<file path="src/rtl/exec_sched.sv">
// exec_sched: round-robin dispatcher for the shared 8-bit execute unit.
// Picks one ready reservation-station entry, holds its operands for the
// op latency, then presents the result on the CDB until the ROB takes it.
module exec_sched #(
  parameter int unsigned RS_N    = 4,
  parameter int unsigned LAT_ADD = 1,
  parameter int unsigned LAT_MUL = 3,
  parameter int unsigned LAT_DIV = 4
) (
  input  logic              clk1,
  input  logic              rst,
  input  logic              flush,
  input  logic [RS_N-1:0]   rs_req,
  input  logic [8*RS_N-1:0] rs_a,
  input  logic [8*RS_N-1:0] rs_b,
  input  logic [4*RS_N-1:0] rs_func,
  input  logic [3*RS_N-1:0] rs_rob,
  input  logic [4*RS_N-1:0] rs_rd,
  output logic [RS_N-1:0]   rs_grant,
  output logic [7:0]        ex_a,
  output logic [7:0]        ex_b,
  output logic [3:0]        ex_func,
  output logic              ex_busy,
  input  logic [7:0]        ex_result,
  output logic              cdb_valid,
  input  logic              cdb_ready,
  output logic [7:0]        cdb_data,
  output logic [2:0]        cdb_rob,
  output logic [3:0]        cdb_rd,
  output logic              cdb_err
);

  localparam int unsigned PW      = $clog2(RS_N);
  localparam int unsigned LAT_AM  = (LAT_ADD > LAT_MUL) ? LAT_ADD : LAT_MUL;
  localparam int unsigned LAT_MAX = (LAT_AM > LAT_DIV) ? LAT_AM : LAT_DIV;
  localparam int unsigned CW      = (LAT_MAX > 1) ? $clog2(LAT_MAX) : 1;

  localparam logic [3:0] F_ADD = 4'h0;
  localparam logic [3:0] F_SUB = 4'h1;
  localparam logic [3:0] F_MUL = 4'h2;
  localparam logic [3:0] F_DIV = 4'h3;

  typedef enum logic [1:0] {IDLE, EXEC, WB} state_t;

  typedef struct packed {
    logic [7:0] a;
    logic [7:0] b;
    logic [3:0] func;
    logic [2:0] rob;
    logic [3:0] rd;
  } rs_entry_t;

  state_t          state_q, state_d;
  logic [PW-1:0]   rr_ptr, rr_d;
  logic [CW-1:0]   cnt_q, cnt_d;
  logic [7:0]      ex_a_d, ex_b_d, cdb_data_d;
  logic [3:0]      ex_func_d, cdb_rd_d;
  logic [2:0]      cdb_rob_d;
  logic            ex_busy_d, cdb_valid_d, cdb_err_d;

  rs_entry_t       entry [RS_N];
  rs_entry_t       sel;
  logic [PW-1:0]   cand, pick_idx;
  logic            pick_found, grant_c, sel_legal, div_zero;

  // Unpack the flat request buses into per-entry records
  for (genvar i = 0; i < int'(RS_N); i++) begin : g_unpack
    assign entry[i] = '{a:    rs_a[8*i +: 8],
                        b:    rs_b[8*i +: 8],
                        func: rs_func[4*i +: 4],
                        rob:  rs_rob[3*i +: 3],
                        rd:   rs_rd[4*i +: 4]};
  end

  // Round-robin search starting just after the last granted entry
  always_comb begin
    pick_found = 1'b0;
    pick_idx   = '0;
    cand       = '0;
    for (int unsigned k = 1; k <= RS_N; k++) begin
      cand = PW'((32'(rr_ptr) + k) % RS_N);
      if (!pick_found && rs_req[cand]) begin
        pick_found = 1'b1;
        pick_idx   = cand;
      end
    end
  end

  assign grant_c   = (state_q == IDLE) && !rst && !flush && pick_found;
  assign rs_grant  = grant_c ? (RS_N'(1) << pick_idx) : '0;
  assign sel       = entry[pick_idx];
  assign sel_legal = (sel.func[3:2] == 2'b00);
  assign div_zero  = (ex_func == F_DIV) && (ex_b == 8'd0);

  // Remaining execute cycles after the first, by func code
  function automatic logic [CW-1:0] lat_m1(input logic [3:0] f);
    case (f)
      F_ADD, F_SUB: lat_m1 = CW'(LAT_ADD - 1);
      F_MUL:        lat_m1 = CW'(LAT_MUL - 1);
      default:      lat_m1 = CW'(LAT_DIV - 1);
    endcase
  endfunction

  // Next-state and next-output logic
  always_comb begin
    state_d     = state_q;
    rr_d        = rr_ptr;
    cnt_d       = cnt_q;
    ex_a_d      = ex_a;
    ex_b_d      = ex_b;
    ex_func_d   = ex_func;
    ex_busy_d   = ex_busy;
    cdb_valid_d = cdb_valid;
    cdb_data_d  = cdb_data;
    cdb_rob_d   = cdb_rob;
    cdb_rd_d    = cdb_rd;
    cdb_err_d   = cdb_err;
    case (state_q)
      IDLE: begin
        if (grant_c) begin
          ex_a_d    = sel.a;
          ex_b_d    = sel.b;
          ex_func_d = sel.func;
          cdb_rob_d = sel.rob;
          cdb_rd_d  = sel.rd;
          rr_d      = pick_idx;
          if (sel_legal) begin
            cnt_d     = lat_m1(sel.func);
            ex_busy_d = 1'b1;
            state_d   = EXEC;
          end else begin
            // Illegal op bypasses the execute unit entirely
            cdb_valid_d = 1'b1;
            cdb_data_d  = 8'h00;
            cdb_err_d   = 1'b1;
            state_d     = WB;
          end
        end
      end
      EXEC: begin
        if (cnt_q == '0) begin
          cdb_valid_d = 1'b1;
          cdb_data_d  = div_zero ? 8'hFF : ex_result;
          cdb_err_d   = div_zero;
          ex_busy_d   = 1'b0;
          state_d     = WB;
        end else begin
          cnt_d = cnt_q - CW'(1);
        end
      end
      WB: begin
        if (cdb_valid && cdb_ready) begin
          cdb_valid_d = 1'b0;
          cdb_err_d   = 1'b0;
          state_d     = IDLE;
        end
      end
      default: state_d = IDLE;
    endcase
    // Flush kills whatever is in flight, including a same-cycle transfer
    if (flush) begin
      state_d     = IDLE;
      cdb_valid_d = 1'b0;
      cdb_err_d   = 1'b0;
      ex_busy_d   = 1'b0;
    end
  end

  // State and output registers
  always_ff @(posedge clk1) begin
    if (rst) begin
      state_q   <= IDLE;
      rr_ptr    <= PW'(RS_N - 1);
      cnt_q     <= '0;
      ex_a      <= '0;
      ex_b      <= '0;
      ex_func   <= '0;
      ex_busy   <= 1'b0;
      cdb_valid <= 1'b0;
      cdb_data  <= '0;
      cdb_rob   <= '0;
      cdb_rd    <= '0;
      cdb_err   <= 1'b0;
    end else begin
      state_q   <= state_d;
      rr_ptr    <= rr_d;
      cnt_q     <= cnt_d;
      ex_a      <= ex_a_d;
      ex_b      <= ex_b_d;
      ex_func   <= ex_func_d;
      ex_busy   <= ex_busy_d;
      cdb_valid <= cdb_valid_d;
      cdb_data  <= cdb_data_d;
      cdb_rob   <= cdb_rob_d;
      cdb_rd    <= cdb_rd_d;
      cdb_err   <= cdb_err_d;
    end
  end

endmodule

</file>
<file path="config.mk">
export PLATFORM = sky130hd
export DESIGN_NAME = exec_sched
export DESIGN_NICKNAME = d
export VERILOG_FILES = /design/src/rtl/exec_sched.sv
export SDC_FILE = /design/constraint.sdc
export NUM_CORES = 1
export LEC_CHECK = 0
export ABC_AREA = 1
export BUFFER_PORTS_ARGS = -buffer_cell sky130_fd_sc_hd__buf_4
export CAP_MARGIN = 0
export CORE_AREA = 2 2 89 91
export DETAILED_ROUTE_END_ITERATION = 10
export DIE_AREA = 0 0 91 93
export GPL_TIMING_DRIVEN = 0
export PLACE_DENSITY = 0.73
export SETUP_SLACK_MARGIN = 0.3
export SYNTH_ARGS = -nofsm -noshare
export SYNTH_HDL_FRONTEND = slang
export SYNTH_SLANG_ARGS = --single-unit
</file>
<file path="constraint.sdc">
create_clock -name clk1 -period 5.3 [get_ports clk1]
set_clock_uncertainty 0.05 [all_clocks]
set_input_delay 0.265 -clock clk1 [delete_from_list [all_inputs] [get_ports clk1]]
set_output_delay 0.265 -clock clk1 [all_outputs]
set_load 0.02 [all_outputs]
</file>
==> impl_metrics.env <==
export IMPL_fin_area_um2=4384
export IMPL_yosys_area_top_type="dfxtp_1"
export IMPL_slew_viol_final=0
export IMPL_pwr_share_seq=0.160
export IMPL_cts_path_max_buffers=2
export IMPL_r2r_slack_ps=2670
export IMPL_holdCritPathClass="input port to flop"
export IMPL_finalSetupViolCount=0
export IMPL_combPwrFrac=0.780
export IMPL_drtAntennaViolNets=0
export IMPL_post_route_period_util=0.5376
export IMPL_syn_nets=611
export IMPL_rsz0062_at_grt="false"
export IMPL_yosys_area_top_type_share=0.2996
export IMPL_ctsRootBufferMaster="clkbuf_8"
export IMPL_critPathLaunch="rr_ptr[1]"
export IMPL_p_sw_frac=0.5578
export IMPL_n_antenna_cell=0
export IMPL_area_growth_pct=49.11
export IMPL_grt_pass1_vias=3542
export IMPL_critical_path_endpoint="rs_grant[0]"
export IMPL_switching_power_mw=1.903
export IMPL_rows=32
export IMPL_crit_arrival_ps=2530
export IMPL_r2r_start="rr_ptr[0]"
export IMPL_grt_util_all_layers=0.2382
export IMPL_powerDensity_nw_per_um2=778.3
export IMPL_crit_path_start_kind="flop"
export IMPL_cts_tree="built"
export IMPL_reg2reg_depth=14
export IMPL_initial_core_util=0.3906
export IMPL_hold_viol_final=0
export IMPL_grt_pass1_wl_um=16560
export IMPL_top_layer_used="met4"
export IMPL_vias=3886
export IMPL_io_buffers=165
export IMPL_dp_hpwl_um=8327
export IMPL_yosysSeqAreaShare=0.2996
export IMPL_p_int_mw=1.509
export IMPL_synthCells=486
export IMPL_cts_max_level=2
export IMPL_cts_sinks=44
export IMPL_setup_slack_ps=2451
export IMPL_wl_met3_um=763
export IMPL_place_congestion=0.8910
export IMPL_worstSkewPairLatency_ps=290
export IMPL_max_freq_mhz=350.9
export IMPL_gr_total_overflow=0
export IMPL_first_pass_iters=4
export IMPL_ys_types=27
export IMPL_grt_max_degree=13
export IMPL_synth_avg_cell_area_um2=6.050
export IMPL_multiInputGateArea_um2=1769
export IMPL_reg2reg_to="ex_b[5]"
export IMPL_status="complete, no violations"
export IMPL_tightest_slew_ps=506.8
export IMPL_critical_path_class="flop to output port"
export IMPL_wl_met1_um=4392
export IMPL_end_kind="output port"
export IMPL_ctsHoldBuffers=0
export IMPL_period_needed_ps=2849
export IMPL_die_w_um=91
export IMPL_worst_hold_slack_ps=190.5
export IMPL_first_iter_violations=164
export IMPL_dp_slack_ps=2708
export IMPL_fin_nets=783
export IMPL_peakVddDrop_uv=437.4
export IMPL_syn_area_um2=2940
export IMPL_final_util=0.5824
export IMPL_placed_area_um2=4307
export IMPL_ctsResizeCount=0
export IMPL_p_clk_frac=0.060
export IMPL_synth_seq_cells=44
export IMPL_leakagePower_nw=2.228
export IMPL_cts_setup_buffers=0
export IMPL_die_y_um=93
export IMPL_die_area_um2=8463
export IMPL_maxCapViolations=0
export IMPL_ys_top_cells_by_area="dfxtp_1 (30%), nand2_1 (25%), nand3_1 (8.0%)"
export IMPL_drive_above_1_share=0.3191
export IMPL_relSlewSlack=0.6621
export IMPL_drt_vias_per_instance=5.113
export IMPL_cts_buffers=5
export IMPL_crit_required_ps=4990
export IMPL_ff_latch_area_um2=880.8
export IMPL_nFillCells=776
export IMPL_wl_per_cell_um=13.63
export IMPL_drc_errors=0
export IMPL_antenna_found_initial=0
export IMPL_fin_setup_tns_ps=0
export IMPL_yosysWarningCount=0
export IMPL_totalWireLength_um=10360
export IMPL_core_area_um2=7527
export IMPL_ioPinCount=166
export IMPL_cp_max_fo=10
export IMPL_path_clk_slew_ps=80
export IMPL_route_met2_wl_um=5098
registers in the layout (all words and copies together), names as in the netlist, 3 cells and up:
name,count
cdb_rd,4
cdb_data,8
ex_a,8
ex_func,4
ex_b,8
cdb_rob,3
layout by cell type, fill, tap and decap left out, drive strengths merged, types with 6 or more instances in the layout:
cell type  count
a21oi         24
a22oi          6
a41oi          6
buf          182
clkbuf        16
dfxtp         44
inv           35
nand2        200
nand3         52
nand4         24
nor2          35
o21ai         21
Yosys cell counts:
cell / n
a21boi_1: 2
a21oi_1: 24
a22oi_1: 6
a41oi_1: 6
and3_1: 2
buf_1: 1
buf_2: 7
buf_4: 5
buf_6: 4
clkbuf_1: 10
dfxtp_1: 44
ha_1: 1
inv_1: 30
inv_2: 5
nand2_1: 193
nand2_2: 6
nand2_4: 1
nand3_1: 47
nand3_2: 4
nand3_4: 1
nand4_1: 24
nor2_1: 29
nor2_2: 6
nor3_1: 2
nor4_1: 3
o211ai_1: 2
o21ai_0: 21
kinds of logic (layout without fill, tap and decap cells):
logic type / Yosys count / after routing / share of synthesized area
fa+ha+maj: 1 / 1 / 0.004255
buf+inv: 62 / 234 / 0.09872
flops: 44 / 44 / 0.2996
compound gates: 61 / 61 / 0.1200
simple gates: 318 / 318 / 0.4774
cell type report:
| cell class | instances | area share |
|---|---|---|
| buffer | 27 | 0.03624 |
| sequential | 44 | 0.2009 |
| timing repair buffer | 165 | 0.2825 |
| tap | 102 | 0.02911 |
| multi-input combinational | 380 | 0.4035 |
| clock inverter | 1 | 0.001142 |
| clock buffer | 6 | 0.01655 |
| inverter | 35 | 0.02997 |
metal layers:
metal	up-vias	GRT usage
li1	1942	-
met1	1782	0.3062
met2	153	0.4198
met3	9	0.04754
met4	0	0.04040
met5	-	0
power by group through the flow:
stage                     clock, mW  sequential, mW  combinational [mW]
after floorplan                   0           0.669                1.75
after global placement            0           0.548                2.63
after detailed placement          0           0.551                2.66
after CTS                     0.207           0.544                2.67
after global routing          0.219           0.560                2.95
final                         0.203           0.546                2.66
critical path, stage by stage, from the launching register on:
cell and delay, ps:
dfxtp_1 460, inv_2 120, nand2_1 70, nand2_1 70, nand2_2 90, nand2_2 80, nor2_2 90, nand3_2 210
nand2_1 150, inv_1 50, nand2_1 150, buf_2 250, buf_2 230, nor2_1 70, buf_4 150
how the worst min path moves through the flow:
stage,from,end,cells past startpoint
final,flush,state_q[1],4
after global routing,flush,state_q[1],4
after CTS,flush,state_q[1],4
after detailed placement,cdb_err,cdb_err,2
after global placement,cdb_err,cdb_err,2
after floorplan,rst,ex_func[1],3
stage by stage:
step | instances | total power, mW
2_1_floorplan | 486 | 2.416
3_3_place_gp | 753 | 3.173
3_5_place_dp | 753 | 3.210
4_1_cts | 760 | 3.417
5_1_grt | 760 | 3.734
6_report | 760 | 3.412
Note: power is estimated with default switching activity, not from simulation.
